<file path="config.mk">
export PLATFORM = sky130hd
export DESIGN_NAME = mem_port_arbiter
export DESIGN_NICKNAME = d
export VERILOG_FILES = /design/src/rtl/mem_port_arbiter.sv
export SDC_FILE = /design/constraint.sdc
export NUM_CORES = 1
export LEC_CHECK = 0
export ABC_AREA = 1
export BUFFER_PORTS_ARGS = -buffer_cell sky130_fd_sc_hd__buf_2
export CORE_MARGIN = 4
export CORE_UTILIZATION = 26
export CTS_BUF_LIST = sky130_fd_sc_hd__clkbuf_16
export DETAILED_ROUTE_END_ITERATION = 16
export PLACE_DENSITY = 0.77
export SYNTH_ARGS = -nofsm -noshare
export SYNTH_HDL_FRONTEND = slang
export SYNTH_SLANG_ARGS = --single-unit
</file>
<file path="constraint.sdc">
create_clock -name clk -period 1.5 [get_ports clk]
set_clock_uncertainty 0.1 [all_clocks]
set_input_delay 0.3 -clock clk [delete_from_list [all_inputs] [get_ports clk]]
set_output_delay 0.3 -clock clk [all_outputs]
set_load 0.005 [all_outputs]
</file>
<file path="src/rtl/mem_port_arbiter.sv">
// mem_port_arbiter: shares one single-port memory between the instruction-fetch and
// data requesters. Data has fixed priority. A starvation counter forces a fetch grant
// after STARVE_MAX consecutive fetch losses. One transaction is outstanding at a time,
// and the memory read latency is fixed at LAT cycles.
//
// Ports:
//   clk, rst                    clock, synchronous active-high reset
//   if_req/if_addr              fetch request (held until if_gnt)
//   if_gnt/if_rvalid/if_rdata   fetch grant, response pulse, response data
//   d_req/d_we/d_addr/d_wdata   data request (held until d_gnt)
//   d_gnt/d_rvalid/d_rdata      data grant, read-data/write-ack pulse, read data
//   mem_en/mem_we/mem_addr/mem_wdata/mem_rdata  shared memory port
//   busy                        a transaction is outstanding
module mem_port_arbiter #(
  parameter int ADDR_W     = 11,
  parameter int LAT        = 1,
  parameter int STARVE_MAX = 3
) (
  input  logic              clk,
  input  logic              rst,
  input  logic              if_req,
  input  logic [ADDR_W-1:0] if_addr,
  output logic              if_gnt,
  output logic              if_rvalid,
  output logic [31:0]       if_rdata,
  input  logic              d_req,
  input  logic              d_we,
  input  logic [ADDR_W-1:0] d_addr,
  input  logic [31:0]       d_wdata,
  output logic              d_gnt,
  output logic              d_rvalid,
  output logic [31:0]       d_rdata,
  output logic              mem_en,
  output logic              mem_we,
  output logic [ADDR_W-1:0] mem_addr,
  output logic [31:0]       mem_wdata,
  input  logic [31:0]       mem_rdata,
  output logic              busy
);

  localparam logic [1:0] IDLE = 2'd0;
  localparam logic [1:0] WAIT = 2'd1;

  localparam logic [1:0] LAT_INIT   = 2'(LAT - 1);
  localparam logic [3:0] STARVE_LIM = 4'(STARVE_MAX);

  logic [1:0] state_q, state_d;
  logic [1:0] lat_q, lat_d;
  logic       owner_q, owner_d;  // 0 = fetch, 1 = data
  logic       we_q, we_d;
  logic [3:0] starve_q, starve_d;

  always_comb begin
    state_d   = state_q;
    lat_d     = lat_q;
    owner_d   = owner_q;
    we_d      = we_q;
    starve_d  = starve_q;
    if_gnt    = 1'b0;
    if_rvalid = 1'b0;
    if_rdata  = 32'd0;
    d_gnt     = 1'b0;
    d_rvalid  = 1'b0;
    d_rdata   = 32'd0;
    mem_en    = 1'b0;
    mem_we    = 1'b0;
    mem_addr  = '0;
    mem_wdata = 32'd0;
    busy      = 1'b0;

    // Outputs are held at zero while reset is asserted, so no grant can leak out
    // of a cycle whose state update is about to be discarded.
    if (!rst) begin
      case (state_q)
        IDLE: begin
          if (if_req && (!d_req || starve_q == STARVE_LIM)) begin
            if_gnt   = 1'b1;
            mem_en   = 1'b1;
            mem_addr = if_addr;
            owner_d  = 1'b0;
            we_d     = 1'b0;
            lat_d    = LAT_INIT;
            starve_d = 4'd0;
            state_d  = WAIT;
          end else if (d_req) begin
            d_gnt     = 1'b1;
            mem_en    = 1'b1;
            mem_we    = d_we;
            mem_addr  = d_addr;
            mem_wdata = d_wdata;
            owner_d   = 1'b1;
            we_d      = d_we;
            lat_d     = LAT_INIT;
            state_d   = WAIT;
            // Only count a loss when fetch was actually waiting; saturate at the limit.
            if (if_req && starve_q < STARVE_LIM) begin
              starve_d = starve_q + 4'd1;
            end
          end
        end
        WAIT: begin
          busy = 1'b1;
          if (lat_q != 2'd0) begin
            lat_d = lat_q - 2'd1;
          end else begin
            state_d = IDLE;
            if (owner_q) begin
              d_rvalid = 1'b1;
              d_rdata  = we_q ? 32'd0 : mem_rdata;
            end else begin
              if_rvalid = 1'b1;
              if_rdata  = mem_rdata;
            end
          end
        end
        default: state_d = IDLE;
      endcase
    end
  end

  always_ff @(posedge clk) begin
    if (rst) begin
      state_q  <= IDLE;
      lat_q    <= 2'd0;
      owner_q  <= 1'b0;
      we_q     <= 1'b0;
      starve_q <= 4'd0;
    end else begin
      state_q  <= state_d;
      lat_q    <= lat_d;
      owner_q  <= owner_d;
      we_q     <= we_d;
      starve_q <= starve_d;
    end
  end

endmodule

</file>
==> results of run 1 <==
through the flow:
step,power (µW),worst slack (ns)
2_1_floorplan,462,-0.00823
3_3_place_gp,719,-0.169
3_5_place_dp,730,-0.223
4_1_cts,1340,-0.415
5_1_grt,1550,-0.551
6_report,1470,-0.455
logic make-up (layout without fill, tap and decap cells):
family	after synthesis	count (layout)	share of synthesized area, %
DFF	9	9	13.7
and+or+nand+nor	139	139	42.8
buffers and inverters	102	332	31.5
adders and majority gates	2	2	1.90
AOI/OAI and AO/OA	21	21	10.2
where the power goes:
group / total [µW] / internal, µW / switching, µW
logic: 716 / 347 / 369
clock network: 488 / 353 / 135
registers: 264 / 253 / 10.6
total: 1470 / 953 / 515
cells in the final DEF, fill, tap and decap left out, types with 6 or more instances in the layout:
cell type	Yosys	routed
inv_1	90	83
nor2_4	1	57
nor2_2	0	7
buf_4	4	16
dfxtp_1	9	6
clkbuf_16	0	6
nor2_1	108	45
inv_2	0	6
o21ai_2	7	10
buf_12	0	7
buf_6	1	11
buf_2	7	196
nand2_1	22	21
registers in the layout, summed over array words and instances (netlist names):
| name | count |
|---|---|
| state_q | 1 |
| starve_q | 4 |
| we_q | 1 |
| owner_q | 1 |
| lat_q | 2 |
cells in the mapped netlist:
cell type | count | area, µm²
a21oi_1 | 5 | 25.0
buf_4 | 4 | 30.0
inv_1 | 90 | 338
nand3_2 | 2 | 20.0
nand2_1 | 22 | 82.6
nand3_1 | 2 | 10.0
nor3b_1 | 2 | 15.0
nor2_4 | 1 | 11.3
nor2_1 | 108 | 405
o21ai_2 | 7 | 61.3
buf_2 | 7 | 35.0
ha_1 | 2 | 25.0
buf_6 | 1 | 11.3
nor4_1 | 1 | 6.26
o21a_1 | 1 | 7.51
nand4_2 | 1 | 12.5
o21ai_0 | 8 | 40.0
dfxtp_1 | 9 | 180
how the worst max path moves through the flow:
stage                      startpoint            end  slack [ns]  cells after the start
after floorplan           starve_q[0]  mem_wdata[22]      -0.008                      7
after detailed placement  starve_q[0]    mem_addr[2]       -0.22                      8
after CTS                  state_q[0]   if_rdata[31]       -0.42                      7
after global placement    starve_q[0]    mem_addr[2]       -0.17                      8
final                     starve_q[1]  mem_wdata[27]       -0.45                      8
after global routing      starve_q[0]  mem_wdata[27]       -0.55                      8
metal layers:
layer / up-vias / part of all wire [%] / global-route usage, %
met5: - / 0 / 0
met4: 0 / 1.6 / 6.01
met3: 14 / 8.9 / 4.88
met2: 122 / 55 / 41.9
met1: 1097 / 34 / 21.0
li1: 1221 / - / -
final cells by class:
cell class | count | area [µm²]
timing repair buffer | 238 | 1570
fill | 342 | 1290
multi-input combinational | 162 | 1270
inverter | 90 | 343
sequential | 9 | 184
tap | 67 | 83.8
clock buffer | 3 | 75.1
clock inverter | 1 | 5.00
tightest hold or removal path: stages:
cell and delay [ns]:
buf_2 0.14, buf_4 0.13, a21oi_1 0.03
timing repair:
item / in CTS / in global routing
setup buffers: 7 / 6
resized for setup: 61 / 125
pin swaps: 4 / 5
endpoints found under the setup margin: 113 / 114
endpoints found under the hold margin: 0 / 0
gates cloned: 7 / 3
hold buffers: 0 / 0
==> impl_metrics.yaml, run 1 <==
run:
  max_cap_violations: 0
floorplan:
  ios: 205
  core.rowCount: 25
  dieArea_mm2: 0.00626
  core_area_mm2: 0.00482
  initial_utilization_pct: 27.3
  die_w_um: 79.2
  dieHeight_um: 79.2
logic_synthesis:
  syn-num-nets: 366
  synthCells: 273
  synth.avg_cell_area_um2: 4.82
  netlist_area_mm2: 0.00132
  synth.yosys.seq_area_share_pct: 13.7
  postSynthRegisterBits: 9
  number_of_distinct_library_cells_after_synthesis: 18
  synth_warnings: 0
placed_design:
  placement.cell_area_mm2: 0.00253
  placed_cells: 549
  detailed_place_hpwl_um: 5030
  final_weighted_congestion_of_routability_driven_global_placement: 0.827
  placement.io_buffers: 204
power_and_ir_drop:
  p_per_area_mw_per_mm2: 417
  power_leakage_uw: 0.00219
  vdd_drop_max_v: 0.000670
routing:
  drtPass1Iterations: 4
  dr_drc_count: 0
  via_per_inst: 4.31
  num_vias: 2454
  wirelength_um: 7890
  avgRoutedWirePerCell_um: 13.8
  initialDrtViolationCount: 64
  ant_nets: 0
hold_path:
  min_path_type: "in -> reg"
  holdPathEnd: "we_q"
  timing.hold.worst_path_depth: 3
  worst_hold_startpoint: "rst"
cts:
  tritoncts: "yes"
  cts.sinks: 9
  number_of_buffers_created_by_cts: 3
  clock_tree.htree_level_count: 1
  clock_tree.buffer_depth: 2
  clock-root-buffer: "clkbuf_16"
  clkSlewWorstSetupHoldPaths_ns: 0.04
  insertion_delay_to_the_later_sink_of_the_worst_skew_pair_ns: 0.24
cells_and_area:
  layout-area-overhead-vs-synth_pct: 168
  antenna_cells: 0
  design.final.nets: 597
  post-route-cell-area_mm2: 0.00352
  share_of_final_layout_standard_cells_stronger_than_drive_strength_1_pct: 67.0
  stdcell_count: 570
  final_core_util_pct: 73.2
global_route:
  grt_start_max_net_pins: 23
  grt_antenna_before_repair: 0
  congestion_overflow_gr: 0
  grt_usage_pct: 20.9
  first_global_vias: 2399
  wire_length_of_the_first_global_routing_pass_um: 10700
timing:
  max_clock_freq_mhz: 512
  timing.setup.tns_ns: -38.81
  worst_slew_margin_rel_pct: 76.8
  timing.final.hold_violations: 0
  grt_setup_unrepaired: "true"
  setup_viol_count_final: 113
  fin_crit_sh_pct: 130
  layout_min_cycle_time_ns: 1.95
  final_max_slew_viol_count: 0
  final.hold.worst_slack_ns: 0.300
  finalWorstSetupSlack_ns: -0.455
  tightest_slew_ns: 0.347
worst_setup_path:
  r2r_cells: 9
  worst_path_dominant_cell_family: "buffers and inverters"
  cp_data_required_time_ns: 1.10
  timing.rr.start: "starve_q[1]"
  worst_path_largest_cell_delay_ns: 0.33
  cp.buffers_inverters: 3
  crit-reg2reg-capture: "starve_q[1]"
  cp_slowest_cell: "dfxtp_2"
  worst-endpoint-arrival_ns: 1.55
  r2r_setup_slack_ns: 0.04
  path_cells: "ha_4 > inv_2 > a21oi_4 > nand2_2 > nand3_4 > clkbuf_16 > nor2_1 > buf_2"
  start_kind: "register"
  crit_type: "reg -> out"
  critical_path_peak_fanout: 11
  crit_path_end_kind: "output port"
status:
  failed_checks: "setup timing"
  status: "finished with violations"
Note: power is estimated with default switching activity, not from simulation.
==> run 2, diff against run 1 <==
--- a/constraint.sdc
+++ b/constraint.sdc
@@ -4,2 +4,2 @@
 set_output_delay 0.3 -clock clk [all_outputs]
-set_load 0.005 [all_outputs]
+set_load 0.05 [all_outputs]
==> impl_metrics.yaml, run 2 <==
logic_synthesis:
  synth_warnings: 0
  syn-num-nets: 366
  synth_top_flop_cell: "dfxtp_1"
  netlist.area_leader.share_pct: 30.8
  dominant_cells_by_area_after_synthesis: "nor2_1 31%, inv_1 26%, dfxtp_1 14%"
  synth_largest_area_cell: "nor2_1"
  yosysMostFrequentCell: "nor2_1"
  postSynthRegisterBits: 9
  synth.yosys.seq_area_share_pct: 13.7
  netlist_area_mm2: 0.00132
  synth.avg_cell_area_um2: 4.82
  synth_enable_flop_cells: 0
  number_of_distinct_library_cells_after_synthesis: 18
  synthCells: 273
  ys_top_cells_by_count: "108 x nor2_1, 90 x inv_1, 22 x nand2_1"
  synth_async_sr_flop_share_pct: 0
global_route:
  grt_start_max_net_pins: 13
floorplan:
  dieHeight_um: 79.2
  core.rowCount: 25
  die_w_um: 79.2
  ios: 205
  initial_utilization_pct: 27.3
placed_design:
  pre_cts_ws_ns: -0.428
  placement.io_buffers: 204
  final_weighted_congestion_of_routability_driven_global_placement: 0.789
  detailed_place_hpwl_um: 6130
status:
  haltStage: "global routing"
  toolErrorMsg: "[ERROR DPL-0038] Utilization greater than 100%, impossible to legalize"
  status: "did not finish"
cts:
  hold_buffers: 0
  number_of_buffers_created_by_cts: 3
  clock-root-buffer: "clkbuf_16"
  clock_tree.buffer_depth: 2
  clock_tree.htree_level_count: 1
  cts.sinks: 9
timing:
  grt_repair_worst_endpoint: "mem_addr[6]"
  worst-endpoint-pin-kind: "output port"
==> run 2: cell counts after synthesis <==
Identical to the previous run, type by type.
==> run 2: cells by family after synthesis <==
family	count (synthesis)	synth area share (%)
fa+ha+maj	2	1.90
buf+inv	102	31.5
flops	9	13.7
compound gates	21	10.2
simple gates	139	42.8
==> run 2: timing repair <==
| action | in CTS |
|---|---|
| resized for setup | 266 |
| cloned | 7 |
| buffers inserted | 16 |
| pin swaps | 10 |
| endpoints found under the setup margin | 116 |
==> run 2: through the flow <==
stage	cells	cell area, µm²	hold WS [ns]	TNS (ns)
detailed placement	555	3490	0.319	-33.24
floorplan	273	2340	0.307	-37.15
CTS	579	4690	0.236	-52.76
global placement	555	3490	0.321	-31.29
==> run 3, diff against run 2 <==
CORE_AREA = 4 4 77 79   (was default)
CORE_MARGIN = default   (was 4)
CORE_UTILIZATION = default   (was 26)
CTS_BUF_LIST = default   (was sky130_fd_sc_hd__clkbuf_16)
DIE_AREA = 0 0 81 83   (was default)
PLACE_DENSITY = default   (was 0.77)
PLACE_DENSITY_LB_ADDON = 0.15   (was default)
clock period = 1.95 ns   (was 1.5 ns; I/O delays follow)
==> impl_metrics.yaml, run 3 (same netlist as run 1, synthesis figures left out) <==
status:
  status: "finished with violations"
  failed_checks: "setup timing"
power_and_ir_drop:
  power.share.combinational_pct: 71.1
  power_leakage_uw: 0.00243
  switching_power_uw: 703
  clockPowerShare_pct: 14.8
  p_per_area_mw_per_mm2: 300
  power.sequential.fraction_pct: 14.2
  sw_frac_of_total_pct: 49.4
  power.internal_uw: 720
  vdd_drop_max_v: 0.000455
cells_and_area:
  final_core_util_pct: 88.9
  filler_cell_count: 233
  stdcell_count: 591
  largest_register: "starve_q"
  multi_input_area_mm2: 0.00163
  layout-area-overhead-vs-synth_pct: 261
  design.final.nets: 612
  biggestRegsByFlops: "starve_q: 4 flops, lat_q: 2 flops"
  seqCellArea_um2: 185
  commonest_non_fill_non_tap_cells_in_the_layout: "95 x nor2_4, 92 x buf_2, 89 x buf_6, 83 x inv_1, 31 x buf_8"
  largest_register_ff_count: 4
  share_of_final_layout_standard_cells_stronger_than_drive_strength_1_pct: 76.8
  layout_commonest_cell: "nor2_4"
worst_setup_path:
  crit_path_end_kind: "output port"
  path_cells: "ha_2 > inv_2 > a21oi_4 > buf_6 > nand3_4 > inv_4 > buf_16 > nand2_4 > o21ai_4 > buf_6"
  crit-reg2reg-capture: "starve_q[1]"
  worst_path_largest_cell_delay_ns: 0.33
  crit_type: "reg -> out"
  worst-endpoint-arrival_ns: 1.68
  cp_slowest_cell: "dfxtp_2"
  r2r_setup_slack_ns: 0.34
  timing.rr.start: "starve_q[1]"
  r2r_cells: 10
  critical_path_peak_fanout: 6
  path_common_cell: "buf_6"
  cp.buffers_inverters: 5
  start_kind: "register"
  worst_path_dominant_cell_family: "buffers and inverters"
  cp_data_required_time_ns: 1.46
cts:
  clock-root-buffer: "clkbuf_8"
  tritoncts: "yes"
  clock_tree.buffer_depth: 2
  clock_tree.htree_level_count: 1
  insertion_delay_to_the_later_sink_of_the_worst_skew_pair_ns: 0.23
  clkSlewWorstSetupHoldPaths_ns: 0.04
  cts.sinks: 9
  number_of_buffers_created_by_cts: 3
routing:
  wirelength_um: 10400
  initialDrtViolationCount: 50
  dr_drc_count: 0
  drtPass1Iterations: 4
  via_per_inst: 4.53
  avgRoutedWirePerCell_um: 17.5
  num_vias: 2677
  ant_nets: 0
placed_design:
  final_weighted_congestion_of_routability_driven_global_placement: 0.844
  detailed_place_hpwl_um: 5750
  placed_cells: 562
  pre_cts_ws_ns: -0.0748
  placement.io_buffers: 204
global_route:
  grt_usage_pct: 28.7
  grt_use_met2_pct: 56.5
  congestion_overflow_gr: 0
  wire_length_of_the_first_global_routing_pass_um: 15300
  grt_antenna_before_repair: 1
  use_met1_pct: 26.5
  grt_start_max_net_pins: 13
  met3_usage_pct: 6.18
  grt_busiest_layer: "met2"
  first_global_vias: 2988
timing:
  tightest_slew_ns: 0.372
  final_max_slew_viol_count: 0
  finalWorstSetupSlack_ns: -0.221
  layout_min_cycle_time_ns: 2.17
  worst_slew_margin_rel_pct: 75.1
  grt_setup_unrepaired: "true"
  final.hold.worst_slack_ns: 0.327
  fin_crit_sh_pct: 111
  max_clock_freq_mhz: 461
  timing.final.hold_violations: 0
  setup_viol_count_final: 100
hold_path:
  timing.hold.worst_path_depth: 1
  min_path_type: "reg -> reg"
  holdPathEnd: "lat_q[0]"
  worst_hold_startpoint: "lat_q[0]"
run:
  max_cap_violations: 0
floorplan:
  core_area_mm2: 0.00534
  dieArea_mm2: 0.00672
  die_w_um: 81
  ios: 205
  core.rowCount: 27
  initial_utilization_pct: 24.7
  dieHeight_um: 83
run 3: worst max-delay path by stage:
stage	from	to	cells after the start
2_1_floorplan	starve_q[0]	mem_wdata[0]	7
4_1_cts	starve_q[0]	mem_wdata[4]	9
3_3_place_gp	rst	mem_addr[0]	6
5_1_grt	starve_q[1]	mem_addr[4]	10
6_report	starve_q[1]	mem_addr[4]	10
3_5_place_dp	rst	mem_addr[10]	6
run 3: final cells by class:
class,instances,area share (%)
clock buffers,4,0.949
repair buffers,253,51.6
diodes,1,0.0527
inverters,90,7.30
well taps,72,1.90
multi-input cells,162,34.3
flip-flops and latches,9,3.90
run 3: routing by layer:
metal | vias to the layer above | share of wire (%)
li1 | 1252 | -
met1 | 1235 | 31
met2 | 146 | 57
met3 | 44 | 7.2
met4 | 0 | 5.0
met5 | - | 0
run 3: timing repair:
| action | 4_1_cts | 5_1_grt |
|---|---|---|
| setup endpoints to repair | 112 | 112 |
| setup buffers | 14 | 13 |
| gates cloned | 7 | 0 |
| gates resized for setup | 286 | 64 |
| pin swaps | 7 | 16 |
| hold buffers | 0 | 0 |
run 3: worst register-to-register path: cells and delay by family, from the launching register on:
family	cells	cell delay [ns]
adders and majority gates	1	0.18
AOI/OAI and AO/OA	2	0.23
buffers and inverters	5	0.58
DFF	1	0.32
and+or+nand+nor	2	0.15
run 3: through the flow:
stage	setup TNS [ns]	instance area, µm²	power (µW)
global placement	-1.03	3360	954
floorplan	-10.38	2140	753
global route	-18.99	4750	1480
detailed placement	-1.45	3360	963
CTS	-11.73	4630	1390
finish	-11.81	4750	1420
run 3: power groups by stage:
stage | registers [µW] | logic, µW | clock network [µW]
final | 202 | 1010 | 210
after floorplan | 202 | 551 | 0
after global placement | 203 | 751 | 0
after CTS | 201 | 970 | 219
after detailed placement | 203 | 760 | 0
after global routing | 202 | 1050 | 227
